`src/rtl/aes_pkg.sv`:
```
// aes_pkg: AES widths, block type and the round-robin pick helper shared by the arbiter
package aes_pkg;
   localparam int AES_BLK_W = 128;
   localparam int AES_KEY_W = 128;
   localparam int RR_MAX = 8;
   localparam int RR_IW = 3;
   typedef logic [AES_BLK_W-1:0] aes_blk_t;
   // Returns {found, index}; vec bits at or above the requester count must be zero
   function automatic logic [RR_IW:0] rr_pick(input logic [RR_MAX-1:0] vec, input logic [RR_IW-1:0] ptr);
      logic [RR_IW:0] r;
      logic [RR_IW-1:0] j;
      r = '0;
      for (int i = RR_MAX - 1; i >= 0; i--) begin
         j = ptr + RR_IW'(i);
         if (vec[j]) r = {1'b1, j};
      end
      return r;
   endfunction
endpackage

```
`src/rtl/aes_pipe_arbiter_if.sv`:
```
// aes_pipe_arbiter_if: requester and response handshake bundle of the AES arbiter
interface aes_pipe_arbiter_if #(parameter int NREQ = 4);
   import aes_pkg::*;
   localparam int IW = $clog2(NREQ);
   logic [NREQ-1:0] req_valid;
   logic [NREQ-1:0] req_ready;
   logic [NREQ*AES_BLK_W-1:0] req_data;
   logic [NREQ*AES_KEY_W-1:0] req_key;
   logic rsp_valid;
   logic rsp_ready;
   aes_blk_t rsp_data;
   logic [IW-1:0] rsp_id;
   logic busy;
   modport master(output req_valid, req_data, req_key, rsp_ready, input req_ready, rsp_valid, rsp_data, rsp_id, busy);
   modport slave(input req_valid, req_data, req_key, rsp_ready, output req_ready, rsp_valid, rsp_data, rsp_id, busy);
endinterface

```
`src/rtl/aes_out_fifo.sv`:
```
// aes_out_fifo: first-word-fall-through result FIFO with occupancy count
module aes_out_fifo #(
   parameter int WIDTH = 130,
   parameter int DEPTH = 16
) (
   input  logic                     clk,
   input  logic                     rst_n,
   input  logic                     push,
   input  logic [WIDTH-1:0]         push_data,
   input  logic                     pop,
   output logic [WIDTH-1:0]         pop_data,
   output logic                     empty,
   output logic [$clog2(DEPTH):0]   count
);
   localparam int AW = $clog2(DEPTH);
   localparam int CW = AW + 1;
   logic [WIDTH-1:0] mem [DEPTH];
   logic [AW-1:0] wr_ptr, rd_ptr;
   assign empty = count == '0;
   assign pop_data = mem[rd_ptr];
   always_ff @(posedge clk or negedge rst_n)
      if (!rst_n) begin
         wr_ptr <= '0;
         rd_ptr <= '0;
         count <= '0;
      end else begin
         if (push) wr_ptr <= wr_ptr + 1'b1;
         if (pop) rd_ptr <= rd_ptr + 1'b1;
         count <= count + CW'(push) - CW'(pop);
      end
   always_ff @(posedge clk)
      if (push) mem[wr_ptr] <= push_data;
   // The credit scheme upstream makes a push into a full FIFO unreachable
   assert property (@(posedge clk) disable iff (!rst_n) !(push && count == CW'(DEPTH)));
endmodule

```
`src/rtl/aes_pipe_arbiter.sv`:
```
// aes_pipe_arbiter: round-robin sharing of one pipelined AES-128 core behind a credit-guarded result FIFO
module aes_pipe_arbiter
   import aes_pkg::*;
#(
   parameter int NREQ = 4,
   parameter int PIPE_LAT = 10,
   parameter int OUT_DEPTH = 16
) (
   input  logic                 clk,
   input  logic                 rst_n,
   aes_pipe_arbiter_if.slave    bus,
   output aes_blk_t             cph_datain,
   output logic [AES_KEY_W-1:0] cph_key,
   input  aes_blk_t             cph_dataout
);
   localparam int IW = $clog2(NREQ);
   localparam int CW = $clog2(OUT_DEPTH) + 1;
   logic [IW-1:0] ptr, gnt_id;
   logic [RR_IW:0] pick;
   logic grant, credit, fifo_empty;
   logic [CW-1:0] fifo_count, inflight;
   logic [PIPE_LAT:0] tag_vld;
   logic [IW-1:0] tag_id [PIPE_LAT+1];
   logic [AES_BLK_W+IW-1:0] fifo_out;
   always_comb begin
      inflight = '0;
      for (int i = 0; i <= PIPE_LAT; i++) inflight = inflight + CW'(tag_vld[i]);
   end
   // Every block in the core already owns a FIFO slot, so the core never has to stall
   assign credit = 32'(fifo_count) + 32'(inflight) < OUT_DEPTH;
   assign pick = rr_pick(RR_MAX'(bus.req_valid), RR_IW'(ptr));
   assign gnt_id = IW'(pick[RR_IW-1:0]);
   assign grant = pick[RR_IW] & credit;
   assign bus.req_ready = grant ? NREQ'(1) << gnt_id : '0;
   always_ff @(posedge clk or negedge rst_n)
      if (!rst_n) begin
         ptr <= '0;
         cph_datain <= '0;
         cph_key <= '0;
         tag_vld <= '0;
         for (int i = 0; i <= PIPE_LAT; i++) tag_id[i] <= '0;
      end else begin
         tag_vld <= {tag_vld[PIPE_LAT-1:0], grant};
         tag_id[0] <= gnt_id;
         for (int i = 1; i <= PIPE_LAT; i++) tag_id[i] <= tag_id[i-1];
         if (grant) begin
            ptr <= gnt_id == IW'(NREQ - 1) ? '0 : gnt_id + 1'b1;
            cph_datain <= bus.req_data[AES_BLK_W*gnt_id +: AES_BLK_W];
            cph_key <= bus.req_key[AES_KEY_W*gnt_id +: AES_KEY_W];
         end
      end
   aes_out_fifo #(.WIDTH(AES_BLK_W + IW), .DEPTH(OUT_DEPTH)) u_fifo (
      .clk(clk),
      .rst_n(rst_n),
      .push(tag_vld[PIPE_LAT]),
      .push_data({tag_id[PIPE_LAT], cph_dataout}),
      .pop(bus.rsp_valid & bus.rsp_ready),
      .pop_data(fifo_out),
      .empty(fifo_empty),
      .count(fifo_count)
   );
   assign bus.rsp_valid = !fifo_empty;
   assign bus.rsp_data = fifo_empty ? '0 : fifo_out[AES_BLK_W-1:0];
   assign bus.rsp_id = fifo_empty ? '0 : fifo_out[AES_BLK_W +: IW];
   assign bus.busy = |tag_vld | !fifo_empty;
endmodule

```
`src/flat_wrapper.sv`:
```
// flat-port wrapper written by rule: the top's interface ports become plain ports
module aes_pipe_arbiter_flat import aes_pkg::*;
#(
   parameter int NREQ = 4,
   parameter int PIPE_LAT = 10,
   parameter int OUT_DEPTH = 16
)
  (clk, rst_n, cph_datain, cph_key, cph_dataout, bus_req_valid, bus_req_data, bus_req_key, bus_rsp_ready, bus_req_ready, bus_rsp_valid, bus_rsp_data, bus_rsp_id, bus_busy);
  aes_pipe_arbiter_if #(.NREQ(NREQ)) bus_i ();
  input  logic clk;
  input  logic rst_n;
  output aes_blk_t cph_datain;
  output logic [AES_KEY_W-1:0] cph_key;
  input  aes_blk_t cph_dataout;
  input wire logic [$bits(bus_i.req_valid)-1:0] bus_req_valid;
  input wire logic [$bits(bus_i.req_data)-1:0] bus_req_data;
  input wire logic [$bits(bus_i.req_key)-1:0] bus_req_key;
  input wire logic [$bits(bus_i.rsp_ready)-1:0] bus_rsp_ready;
  output wire logic [$bits(bus_i.req_ready)-1:0] bus_req_ready;
  output wire logic [$bits(bus_i.rsp_valid)-1:0] bus_rsp_valid;
  output wire logic [$bits(bus_i.rsp_data)-1:0] bus_rsp_data;
  output wire logic [$bits(bus_i.rsp_id)-1:0] bus_rsp_id;
  output wire logic [$bits(bus_i.busy)-1:0] bus_busy;
  assign bus_i.req_valid = bus_req_valid;
  assign bus_i.req_data = bus_req_data;
  assign bus_i.req_key = bus_req_key;
  assign bus_i.rsp_ready = bus_rsp_ready;
  assign bus_req_ready = bus_i.req_ready;
  assign bus_rsp_valid = bus_i.rsp_valid;
  assign bus_rsp_data = bus_i.rsp_data;
  assign bus_rsp_id = bus_i.rsp_id;
  assign bus_busy = bus_i.busy;
  aes_pipe_arbiter #(.NREQ(NREQ), .PIPE_LAT(PIPE_LAT), .OUT_DEPTH(OUT_DEPTH)) u_core (.clk(clk), .rst_n(rst_n), .bus(bus_i), .cph_datain(cph_datain), .cph_key(cph_key), .cph_dataout(cph_dataout));
endmodule
```
`config.mk`:
```
export PLATFORM = sky130hd
export DESIGN_NAME = aes_pipe_arbiter_flat
export DESIGN_NICKNAME = d
export VERILOG_FILES = /design/src/rtl/aes_pkg.sv /design/src/rtl/aes_pipe_arbiter_if.sv /design/src/rtl/aes_out_fifo.sv /design/src/rtl/aes_pipe_arbiter.sv /design/src/flat_wrapper.sv
export SDC_FILE = /design/constraint.sdc
export NUM_CORES = 2
export LEC_CHECK = 0
export ABC_AREA = 1
export CAP_MARGIN = 0
export CORE_AREA = 2 2 605 607
export DETAILED_ROUTE_END_ITERATION = 16
export DIE_AREA = 0 0 607 609
export PLACE_DENSITY = 0.58
export SLEW_MARGIN = 10
export SYNTH_ARGS = -nofsm -noshare
export SYNTH_HDL_FRONTEND = slang
export SYNTH_SLANG_ARGS = --single-unit
```
`constraint.sdc`:
```
create_clock -name clk -period 8.9 [get_ports clk]
set_input_delay 2.225 -clock clk [delete_from_list [all_inputs] [get_ports clk]]
set_output_delay 2.225 -clock clk [all_outputs]
set_load 0.03 [all_outputs]
```
==> impl_metrics.env <==
export IMPL_first_global_vias=75560
export IMPL_synth_avg_cell_area_um2=10.91
export IMPL_ant_nets=0
export IMPL_die_x_um=607
export IMPL_path_class="register to output port"
export IMPL_end_kind="output port"
export IMPL_wire_per_inst_um=34.05
export IMPL_crit_fanout=8
export IMPL_cts_hold_buf=0
export IMPL_power_density_nw_per_um2=469.9
export IMPL_peakVddDrop_v=0.001186
export IMPL_crit_path_cell_trace="inv_1, ha_1, inv_1, fa_1, fa_1, fa_1, inv_1, ha_1, fa_1, ha_1, a31o_2, a21o_1, nand2_1, nand2_4, nor2_1, clkdlybuf4s50_1"
export IMPL_critPathSlowestCell="clkdlybuf4s50_1"
export IMPL_min_to="u_core.tag_id[6]"
export IMPL_grt_pass1_wl_um=696200
export IMPL_min_period_ns=7.705
export IMPL_ios=1551
export IMPL_async_reset_ff_share_pct=12.75
export IMPL_cp_start_kind="register"
export IMPL_coreArea_um2=363900
export IMPL_synth_top_area_cell="edfxtp_1"
export IMPL_nNetsFinal=11800
export IMPL_rsz0062_at_grt="false"
export IMPL_tightest_slew_ns=1.236
export IMPL_cts_reportedPaths_clkPinSlew_ns=0.06
export IMPL_netlist_cell_type_count=35
export IMPL_yosys_top_cells_area="edfxtp_1 (61%), nand2_1 (9.5%), dfrtp_1 (7.4%)"
export IMPL_finClkSkew_ns=0.1156
export IMPL_track_usage_pct=27.79
export IMPL_cts_resized=0
export IMPL_gp_congestion=1.136
export IMPL_setup_violations=0
export IMPL_syn_inst=9377
export IMPL_num_rows=222
export IMPL_clock_sinks=2384
export IMPL_drt_iter0_markers=10240
export IMPL_cts_root_buf="clkbuf_16"
export IMPL_cts_setup_buffers=0
export IMPL_power_total_uw=61550
export IMPL_arrival_ns=5.48
export IMPL_drcViolationCount=0
export IMPL_crit_cells=16
export IMPL_grt_max_degree=246
export IMPL_reg2reg_depth=20
export IMPL_drt_pre_antenna_iters=8
export IMPL_insertion_delay_ns=0.92
export IMPL_cpMostUsedCell="fa_1"
export IMPL_htree_levels=5
export IMPL_cts_max_path_buffers=4
export IMPL_postRouteWirelength_um=535000
export IMPL_r2r_slack_ns=2.33
export IMPL_finalMaxSlewViolations=0
export IMPL_status="finished, final reports clean"
export IMPL_post_dp_hpwl_um=371400
export IMPL_hold_violations=0
export IMPL_start_util_pct=28.11
export IMPL_synth_seq_area_share_pct=68.49
export IMPL_cts_tree="built"
export IMPL_yosys_warnings=0
export IMPL_rr_endpoint="u_core.cph_key[79]"
export IMPL_slew_headroom_pct=17.60
export IMPL_post_route_period_util_pct=86.57
export IMPL_fill_cells=36140
export IMPL_fin_tns_setup_ns=0
export IMPL_p_leak_uw=0.04743
export IMPL_synth_nets=10570
export IMPL_min_path_type="register to register"
export IMPL_fmax_mhz=129.8
export IMPL_antenna_found_initial=187
export IMPL_synthesis_area_um2=102300
export IMPL_crit_buf_inv=4
export IMPL_min_delay_start="u_core.tag_id[8]"
export IMPL_die_area_um2=369700
export IMPL_drive_gt1_share_pct=5.134
export IMPL_crit_family="adder cells"
export IMPL_die_h_um=609
export IMPL_io_buffer_count=1550
export IMPL_ys_flop_type="edfxtp_1"
export IMPL_via_per_inst=5.251
export IMPL_holdPathStages=0
export IMPL_numCtsBuffers=272
export IMPL_syn_to_final_growth_pct=28.06
export IMPL_grt_overflow_total=0
export IMPL_drv_cap=0
export IMPL_cpPeakStageDelay_ns=0.70
export IMPL_required_ns=6.68
export IMPL_vias=82510
export IMPL_r2r_start="u_core.tag_vld[1]"
export IMPL_ys_ff_latch=2384
export IMPL_synth_edff_count=2080
export IMPL_synth_top_cell_area_share_pct=61.06
per-layer routing:
metal	part of all wire, %	up-vias	wire [um]	global-route usage [%]
met1	41	41600	218300	36.70
met2	46	4121	243600	43.35
met4	4.1	88	21980	10.58
li1	-	35910	-	-
met5	0.11	-	581	0
met3	9.4	783	50500	7.506
cell usage in the layout, fill, tap and decap left out, types with 2 or more instances in the layout:
master and n:
dfrtp_4 4, o21ai_0 1046, clkbuf_16 281, clkinvlp_4 4
clkdlybuf4s50_1 1545, xor2_1 10, a21oi_1 136, o211ai_1 164
clkinv_16 4, diode_2 86, nor3_1 2, buf_12 27
nand2_8 3, nand3_1 620, o221ai_1 356, bufinv_16 15
nand4_1 4, o22ai_1 164, ha_1 26, clkbuf_1 60
clkinv_1 41, dfrtp_1 300, clkbuf_8 3, inv_6 11
o21ai_1 2, inv_16 2, fa_1 7, clkinv_4 4
nand2_1 2597, inv_1 45, buf_4 115, inv_2 2
inv_8 5, clkinv_8 3, nand2_4 2, nor2_4 16
edfxtp_1 2080, nor2_1 1047, clkinv_2 46
worst max path at each step:
stage	from	to	slack, ns
after floorplan	u_core.tag_vld[10]	u_core.u_fifo.mem[11][0]	2.05
after global placement	bus_req_valid[2]	bus_req_ready[0]	1.24
after detailed placement	bus_req_valid[2]	bus_req_ready[0]	1.37
after CTS	u_core.tag_vld[10]	bus_req_ready[0]	1.12
after global routing	u_core.tag_vld[10]	bus_req_ready[0]	0.99
final	u_core.tag_vld[1]	bus_req_ready[0]	1.20
synthesized netlist by cell type, types with 3 or more instances:
cell      number
fa_1           7
buf_1         15
xor2_1        10
o21ai_0     1046
o221ai_1     356
clkinv_1       3
o22ai_1      164
inv_1         45
buf_4         41
nand3_1      620
a21oi_1      136
buf_2        221
dfrtp_1      304
inv_2          4
nand4_1        4
ha_1          26
o211ai_1     164
clkbuf_1     449
edfxtp_1    2080
nor2_1      1063
nand2_1     2599
buf_6          4
per-stage QoR:
step	setup slack [ns]	instance area (um2)	utilization (%)	hold slack [ns]	cells
floorplan	2.047	102300	-	0.3312	9377
global placement	1.240	122300	33.60	0.3312	15150
detailed placement	1.367	122300	33.60	0.3347	15150
CTS	1.124	130800	35.93	0.3278	15630
global route	0.9868	130900	35.99	0.3387	15690
finish	1.195	131000	36.00	0.3313	15710
cell families after synthesis:
kind of cell    Yosys count  synth area share [%]
simple gates           4295                 16.56
flops                  2384                 68.49
buf+inv                 783                 3.326
xor+xnor                 11               0.09418
fa+ha+maj                33                0.4550
compound gates         1871                 11.07
state kept, by name, summed over array words and instances, names as in the netlist:
| signal | count |
|---|---|
| u_core.u_fifo.rd_ptr | 4 |
| u_core.cph_key | 128 |
| u_core.tag_vld | 11 |
| u_core.u_fifo.wr_ptr | 4 |
| u_core.ptr | 2 |
| u_core.u_fifo.mem | 2080 |
| u_core.tag_id | 22 |
| u_core.cph_datain | 128 |
| u_core.u_fifo.count | 5 |
cell type report:
type | count | area (um2) | area share, %
antenna | 86 | 215.2 | 0.1643
clock buffer | 344 | 7298 | 5.571
clock inverter | 130 | 1205 | 0.9198
inverter | 53 | 239.0 | 0.1824
multi-input combinational | 6210 | 29020 | 22.15
sequential | 2384 | 70080 | 53.50
tap | 4816 | 6026 | 4.600
timing repair buffer | 1690 | 16920 | 12.91
power by group:
group	internal (uW)	leakage (uW)	switching, uW
clock network	6270	0.00416	4670
registers	14000	0.0226	1800
logic	8610	0.0207	26200
Note: power is estimated with default switching activity, not from simulation.
